<file path="src/rtl/hamsa_l0_pkg.sv">
// hamsa L0 line cache: shared types and defaults.
// State enum, parameter defaults and tag width helper.
package hamsa_l0_pkg;

  typedef enum logic {
    S_IDLE,
    S_FLUSH
  } state_e;

  localparam int ADDR_W_DEF          = 32;
  localparam int LINE_BYTES_LOG2_DEF = 4;
  localparam int SETS_LOG2_DEF       = 2;
  localparam int WAYS_DEF            = 2;
  localparam int NUM_PORTS_DEF       = 3;

  function automatic int tag_w(
    input int addr_w,
    input int sets_log2,
    input int line_log2
  );
    return addr_w - sets_log2 - line_log2;
  endfunction

endpackage

</file>
<file path="src/rtl/hamsa_l0_way_select.sv">
// hamsa L0 refill victim choice for one set:
// existing tag first, then lowest invalid way, then round-robin.
module hamsa_l0_way_select #(
  parameter int WAYS   = 2,
  parameter int WIDX_W = 1
) (
  input  logic [WAYS-1:0]   valid,
  input  logic [WAYS-1:0]   dup,
  input  logic [WIDX_W-1:0] rr,
  output logic [WIDX_W-1:0] way,
  output logic              evict
);

  always_comb begin
    way   = rr;
    evict = 1'b1;
    for (int w = WAYS - 1; w >= 0; w--) begin
      if (!valid[w]) begin
        way   = WIDX_W'(w);
        evict = 1'b0;
      end
    end
    // a matching tag outranks any free way
    for (int w = WAYS - 1; w >= 0; w--) begin
      if (dup[w]) begin
        way   = WIDX_W'(w);
        evict = 1'b0;
      end
    end
  end

endmodule

</file>
<file path="src/rtl/hamsa_l0_cache_nway.sv">
// hamsa L0 N-way line cache: multi-port combinational match,
// refill, single-line invalidate and swept flush.
module hamsa_l0_cache_nway
  import hamsa_l0_pkg::*;
#(
  parameter int ADDR_W          = ADDR_W_DEF,
  parameter int LINE_BYTES_LOG2 = LINE_BYTES_LOG2_DEF,
  parameter int SETS_LOG2       = SETS_LOG2_DEF,
  parameter int WAYS            = WAYS_DEF,
  parameter int NUM_PORTS       = NUM_PORTS_DEF,
  localparam int LINE_W = 8 * (2 ** LINE_BYTES_LOG2)
) (
  input  logic                               clk,
  input  logic                               rst_n,
  input  logic [ADDR_W-1:0]                  wr_addr_i,
  input  logic [LINE_W-1:0]                  wr_data_i,
  input  logic                               wr_valid_i,
  output logic                               wr_ready_o,
  input  logic [ADDR_W-1:0]                  inval_addr_i,
  input  logic                               inval_valid_i,
  input  logic                               flush_i,
  input  logic [NUM_PORTS-1:0][ADDR_W-1:0]   match_addr_i,
  output logic [NUM_PORTS-1:0]               match_hit_o,
  output logic [NUM_PORTS-1:0][LINE_W-1:0]   match_data_o,
  output logic                               busy_o,
  output logic [15:0]                        hit_cnt_o
);

  localparam int SETS   = 2 ** SETS_LOG2;
  localparam int TAG_W  = tag_w(ADDR_W, SETS_LOG2, LINE_BYTES_LOG2);
  localparam int WIDX_W = (WAYS > 1) ? $clog2(WAYS) : 1;

  if (!(WAYS == 1 || WAYS == 2 || WAYS == 4)) begin : g_bad_ways
    $error("hamsa_l0_cache_nway: WAYS must be 1, 2 or 4");
  end
  if (SETS_LOG2 + LINE_BYTES_LOG2 >= ADDR_W) begin : g_bad_split
    $error("hamsa_l0_cache_nway: no tag bits left in address");
  end
  if (SETS_LOG2 < 1) begin : g_bad_sets
    $error("hamsa_l0_cache_nway: SETS_LOG2 must be at least 1");
  end

  function automatic logic [SETS_LOG2-1:0] idx_of(input logic [ADDR_W-1:0] a);
    return SETS_LOG2'(a >> LINE_BYTES_LOG2);
  endfunction

  function automatic logic [TAG_W-1:0] tag_of(input logic [ADDR_W-1:0] a);
    return TAG_W'(a >> (LINE_BYTES_LOG2 + SETS_LOG2));
  endfunction

  state_e                         state_q, state_d;
  logic [SETS_LOG2-1:0]           cnt_q, cnt_d;
  logic [15:0]                    hit_cnt_q, hit_cnt_d;
  logic [SETS-1:0][WAYS-1:0]      valid_q;
  logic [SETS-1:0][WIDX_W-1:0]    rr_q;
  logic [TAG_W-1:0]               tag_q  [SETS][WAYS];
  logic [LINE_W-1:0]              data_q [SETS][WAYS];

  logic                 idle;
  logic [SETS_LOG2-1:0] wr_idx, inv_idx;
  logic [TAG_W-1:0]     wr_tag, inv_tag;
  logic [WAYS-1:0]      wr_dup, inv_hit;
  logic [WIDX_W-1:0]    wr_way, rr_next;
  logic                 wr_evict, wr_fire, inv_fire, collide, wr_do;
  logic [16:0]          hit_sum;

  assign idle       = (state_q == S_IDLE);
  assign wr_ready_o = idle && !flush_i;
  assign busy_o     = (state_q == S_FLUSH);
  assign hit_cnt_o  = hit_cnt_q;

  assign wr_idx  = idx_of(wr_addr_i);
  assign wr_tag  = tag_of(wr_addr_i);
  assign inv_idx = idx_of(inval_addr_i);
  assign inv_tag = tag_of(inval_addr_i);

  assign wr_fire  = wr_valid_i && wr_ready_o;
  assign inv_fire = inval_valid_i && wr_ready_o;
  // same line refilled and invalidated together: the invalidate wins
  assign collide  = wr_fire && inv_fire &&
                    (wr_idx == inv_idx) && (wr_tag == inv_tag);
  assign wr_do    = wr_fire && !collide;

  always_comb begin
    for (int w = 0; w < WAYS; w++) begin
      wr_dup[w]  = valid_q[wr_idx][w] && (tag_q[wr_idx][w] == wr_tag);
      inv_hit[w] = valid_q[inv_idx][w] && (tag_q[inv_idx][w] == inv_tag);
    end
  end

  hamsa_l0_way_select #(
    .WAYS  (WAYS),
    .WIDX_W(WIDX_W)
  ) u_way_select (
    .valid(valid_q[wr_idx]),
    .dup  (wr_dup),
    .rr   (rr_q[wr_idx]),
    .way  (wr_way),
    .evict(wr_evict)
  );

  assign rr_next = (rr_q[wr_idx] == WIDX_W'(WAYS - 1)) ?
                   '0 : rr_q[wr_idx] + 1'b1;

  always_comb begin
    match_hit_o  = '0;
    match_data_o = '0;
    for (int p = 0; p < NUM_PORTS; p++) begin
      for (int w = 0; w < WAYS; w++) begin
        if (valid_q[idx_of(match_addr_i[p])][w] &&
            tag_q[idx_of(match_addr_i[p])][w] == tag_of(match_addr_i[p])) begin
          match_hit_o[p]  = idle && !flush_i;
          match_data_o[p] = data_q[idx_of(match_addr_i[p])][w];
        end
      end
    end
  end

  always_comb begin
    hit_sum = {1'b0, hit_cnt_q};
    for (int p = 0; p < NUM_PORTS; p++) begin
      hit_sum = hit_sum + 17'(match_hit_o[p]);
    end
  end

  always_comb begin
    state_d   = state_q;
    cnt_d     = cnt_q;
    hit_cnt_d = hit_sum[16] ? 16'hFFFF : hit_sum[15:0];
    case (state_q)
      S_IDLE: begin
        if (flush_i) begin
          state_d   = S_FLUSH;
          cnt_d     = '0;
          hit_cnt_d = '0;
        end
      end
      S_FLUSH: begin
        cnt_d = cnt_q + 1'b1;
        if (&cnt_q) state_d = S_IDLE;
      end
      default: state_d = S_IDLE;
    endcase
  end

  always_ff @(posedge clk or negedge rst_n) begin
    if (!rst_n) begin
      state_q   <= S_IDLE;
      cnt_q     <= '0;
      hit_cnt_q <= '0;
    end else begin
      state_q   <= state_d;
      cnt_q     <= cnt_d;
      hit_cnt_q <= hit_cnt_d;
    end
  end

  always_ff @(posedge clk or negedge rst_n) begin
    if (!rst_n) begin
      valid_q <= '0;
      rr_q    <= '0;
    end else if (state_q == S_FLUSH) begin
      valid_q[cnt_q] <= '0;
    end else if (!flush_i) begin
      for (int w = 0; w < WAYS; w++) begin
        if (inv_fire && inv_hit[w]) valid_q[inv_idx][w] <= 1'b0;
      end
      // later assignment lets a refill win over an invalidate of its victim
      if (wr_do) begin
        valid_q[wr_idx][wr_way] <= 1'b1;
        if (wr_evict) rr_q[wr_idx] <= rr_next;
      end
    end
  end

  always_ff @(posedge clk) begin
    if (wr_do) begin
      tag_q[wr_idx][wr_way]  <= wr_tag;
      data_q[wr_idx][wr_way] <= wr_data_i;
    end
  end

endmodule
</file>
<file path="config.mk">
export PLATFORM = sky130hd
export DESIGN_NAME = hamsa_l0_cache_nway
export DESIGN_NICKNAME = d
export VERILOG_FILES = /design/src/rtl/hamsa_l0_pkg.sv /design/src/rtl/hamsa_l0_way_select.sv /design/src/rtl/hamsa_l0_cache_nway.sv
export SDC_FILE = /design/constraint.sdc
export NUM_CORES = 2
export LEC_CHECK = 0
export CORE_MARGIN = 4
export CORE_UTILIZATION = 45
export DETAILED_ROUTE_END_ITERATION = 8
export PLACE_DENSITY = 0.65
export RECOVER_POWER = 50
export SETUP_SLACK_MARGIN = 0.05
export SKIP_LAST_GASP = 1
export SYNTH_ARGS = -nofsm -noshare
export SYNTH_HDL_FRONTEND = slang
export SYNTH_SLANG_ARGS = --single-unit
</file>
<file path="constraint.sdc">
create_clock -name clk -period 18.94 [get_ports clk]
set_input_delay 4.735 -clock clk [delete_from_list [all_inputs] [get_ports clk]]
set_output_delay 4.735 -clock clk [all_outputs]
set_load 0.05 [all_outputs]
</file>
==> results.json <==
{
  "status": "finished, violations left",
  "violations": "max-capacitance violations, max-slew violations",
  "synth_top_area_frac": 0.506,
  "multi_input_area_um2": 33200,
  "yosys.cell_types.count": 61,
  "dr.pass1.iters": 8,
  "grt-busiest-layer": "met2",
  "grt_util_met1": 0.371,
  "met3_usage": 0.0872,
  "slowest_stage": "clkbuf_1",
  "cts_setup_buffers": 0,
  "yosysMostFrequentCell": "edfxtp_1",
  "clk_pin_slew_ps": 60,
  "wl_per_cell_um": 33.0,
  "critPathMaxStageDelay_ps": 2830,
  "ys_ff_latch": 1263,
  "p_int_mw": 5.06,
  "cts_tree": "yes",
  "ioPinCount": 698,
  "setup_viol": 0,
  "hold_ws_ps": 487,
  "die_h_um": 411,
  "vias": 47900,
  "crit_path_start_kind": "input port",
  "grt_pass1_wl_mm": 342,
  "worstMarginPinSlew_ps": 4780,
  "swShare": 0.240,
  "async_flop_share": 0.0245,
  "die-area_um2": 169000,
  "worst_slew_margin_rel": -2.19,
  "cp-end-kind": "register",
  "slew_violations": 375,
  "power.switching_mw": 1.60,
  "seqCellArea_um2": 37800,
  "numCtsBuffers": 148,
  "irDropWorstVdd_v": 0.0000782,
  "crit_chain": "clkbuf_1, clkbuf_1, mux4_2, xnor2_1, nand4_1, nor4_1, nand3_1, a22o_1, nor2b_1, clkbuf_1, buf_4",
  "fin_worst_skew_ps": 49.9,
  "holdPathEnd": "rr_q[0]",
  "rsz0062_at_grt": "false",
  "yosys.area.top_type": "edfxtp_1",
  "worst-r2r-cell-count": 9,
  "rows": 147,
  "synth_common_cells": "edfxtp_1 (1232), mux4_2 (1027), nand2_1 (412)",
  "dp_hpwl_mm": 145,
  "ant_nets": 0,
  "power_frac_comb": 0.106,
  "grt_pass1_vias": 47400,
  "antenna_found_initial": 48,
  "grt_max_degree": 169,
  "critPathKind": "input port to register",
  "core_area_um2": 161000,
  "fin_crit_ps": 16070,
  "setup.worst_path.start": "wr_addr_i[4]",
  "track_usage": 0.282,
  "pwr-share-seq": 0.472,
  "initial_core_util": 0.454,
  "grt.overflow.total": 0,
  "dieWidth_um": 411,
  "cp.required_ps": 19340,
  "gr-usage-met2": 0.439,
  "synth_flop_cell": "edfxtp_1",
  "gp_congestion": 0.994,
  "synth_edf_count": 1232,
  "area_delta_synth_final_pct": 17.9,
  "drt_iter0_markers": 6036,
  "worst_hold_path.num_cells": 1,
  "hold_viol": 0,
  "nNetsFinal": 5274,
  "nFillCells": 12700,
  "fin_tns_setup_ps": 0,
  "portBuffers": 677,
  "syn_area_per_cell_um2": 16.4,
  "routed_wl_mm": 241,
  "cts_hold_buf": 0,
  "r2r-start": "tag_q[3][12]",
  "hp-class": "register to register",
  "r2r-end": "data_q[2][109]",
  "crit_fanout": 43,
  "insertion_delay_ps": 800,
  "path_common_cell": "clkbuf_1",
  "yosysWarnings": 0,
  "reg2reg_slack_ps": 10600,
  "cp.arrival_ps": 16480,
  "cap_violations": 12,
  "h-tree-depth": 4,
  "routed_via_density": 6.57,
  "yosys-top-cells-area": "edfxtp_1 (51%), mux4_2 (32%), xnor2_1 (2.8%)",
  "leakage_nw": 26.1,
  "ys_seq_area_frac": 0.517,
  "drive_gt1_frac": 0.264,
  "syn_nets": 4756,
  "drc": 0,
  "p_clk_frac": 0.421,
  "syn_area_um2": 73100,
  "cts_num_sinks": 1263,
  "cts_max_path_buffers": 3,
  "p_per_area_nw_per_um2": 77.2,
  "fmax_ghz": 0.0622,
  "hold_path.startpoint": "rr_q[0]",
  "cts_resized": 0,
  "ctsRootBufferMaster": "clkbuf_16",
  "netlist_instances": 4455,
  "post-route-period-util": 0.849
}
[kinds of logic after synthesis]
family                   synth area share
flip-flops                          0.517
adder cells (fa/ha/maj)           0.00157
AND/OR/NAND/NOR                    0.0644
AO/OA/AOI/OAI                      0.0319
XOR/XNOR                           0.0355
multiplexers                        0.321
buffers and inverters              0.0290
[critical path, delay by kind of cell]
kind / cells / cell delay (ps)
compound gates: 1 / 450
mux: 1 / 710
buf+inv: 4 / 7670
simple gates: 4 / 2220
xor+xnor: 1 / 470
[power groups by stage]
stage                     Clock (mW)  Sequential [mW]  Combinational [mW]
after floorplan                    0             3.20               0.451
after global placement             0             3.20               0.710
after detailed placement           0             3.20               0.711
after CTS                       2.85             3.14               0.714
after global routing            2.98             3.15               0.744
final                           2.80             3.14               0.708
[registers in the layout (all words and copies together) (netlist names)]
name,count
tag_q,208
data_q,1024
busy_o,1
rr_q,4
hit_cnt_o,16
valid_q,8
cnt_q,2
[layout make-up]
class	count	share of cell area
Multi-Input combinational cell	2773	0.386
Tap cell	2160	0.0314
Sequential cell	1263	0.438
Clock buffer	174	0.0446
Clock inverter	99	0.0107
Timing Repair Buffer	769	0.0877
Inverter	18	0.000784
Antenna cell	34	0.000987
[layer usage]
layer / routed length [um] / up-vias
met5: 60 / -
met4: 11000 / 10
met3: 27800 / 488
met2: 113000 / 2761
met1: 88600 / 25100
li1: - / 19600
[cell usage in the layout, fill, tap and decap left out, drive strengths merged, types with 8 or more instances in the layout]
cell | netlist | layout
dfrtp | 31 | 31
dlygate4sd3 | 0 | 173
edfxtp | 1232 | 1232
mux4 | 1027 | 1027
buf | 176 | 94
xor2 | 59 | 59
diode | 0 | 34
nand4 | 64 | 64
mux2i | 31 | 31
clkbuf | 225 | 182
o211ai | 8 | 8
nor4 | 22 | 22
nor3 | 12 | 12
a21oi | 19 | 19
nand3 | 271 | 271
nor2 | 13 | 13
nand2b | 134 | 134
inv | 17 | 27
o21ai | 390 | 390
bufinv | 0 | 11
clkdlybuf4s50 | 0 | 494
nand2 | 412 | 412
clkinv | 1 | 75
xnor2 | 237 | 237
[stage by stage]
| step | power, mW | setup slack (ps) | cell area [um2] | util | cells |
|---|---|---|---|---|---|
| after global placement | 3.91 | 3580 | 81400 | 0.506 | 6983 |
| final | 6.65 | 2870 | 86200 | 0.535 | 7290 |
| after detailed placement | 3.91 | 3570 | 81400 | 0.506 | 6983 |
| after global routing | 6.87 | 2210 | 86100 | 0.535 | 7263 |
| after CTS | 6.71 | 3550 | 86200 | 0.535 | 7256 |
| after floorplan | 3.65 | 755 | 73100 | - | 4455 |
[worst max path at each step]
stage | to | cells past startpoint
floorplan | data_q[3][0] | 9
global placement | match_data_o[12] | 11
detailed placement | match_data_o[12] | 11
CTS | match_data_o[12] | 11
global route | data_q[0][49] | 11
finish | data_q[2][109] | 11
No activity file was read; power rests on OpenSTA's default activity.
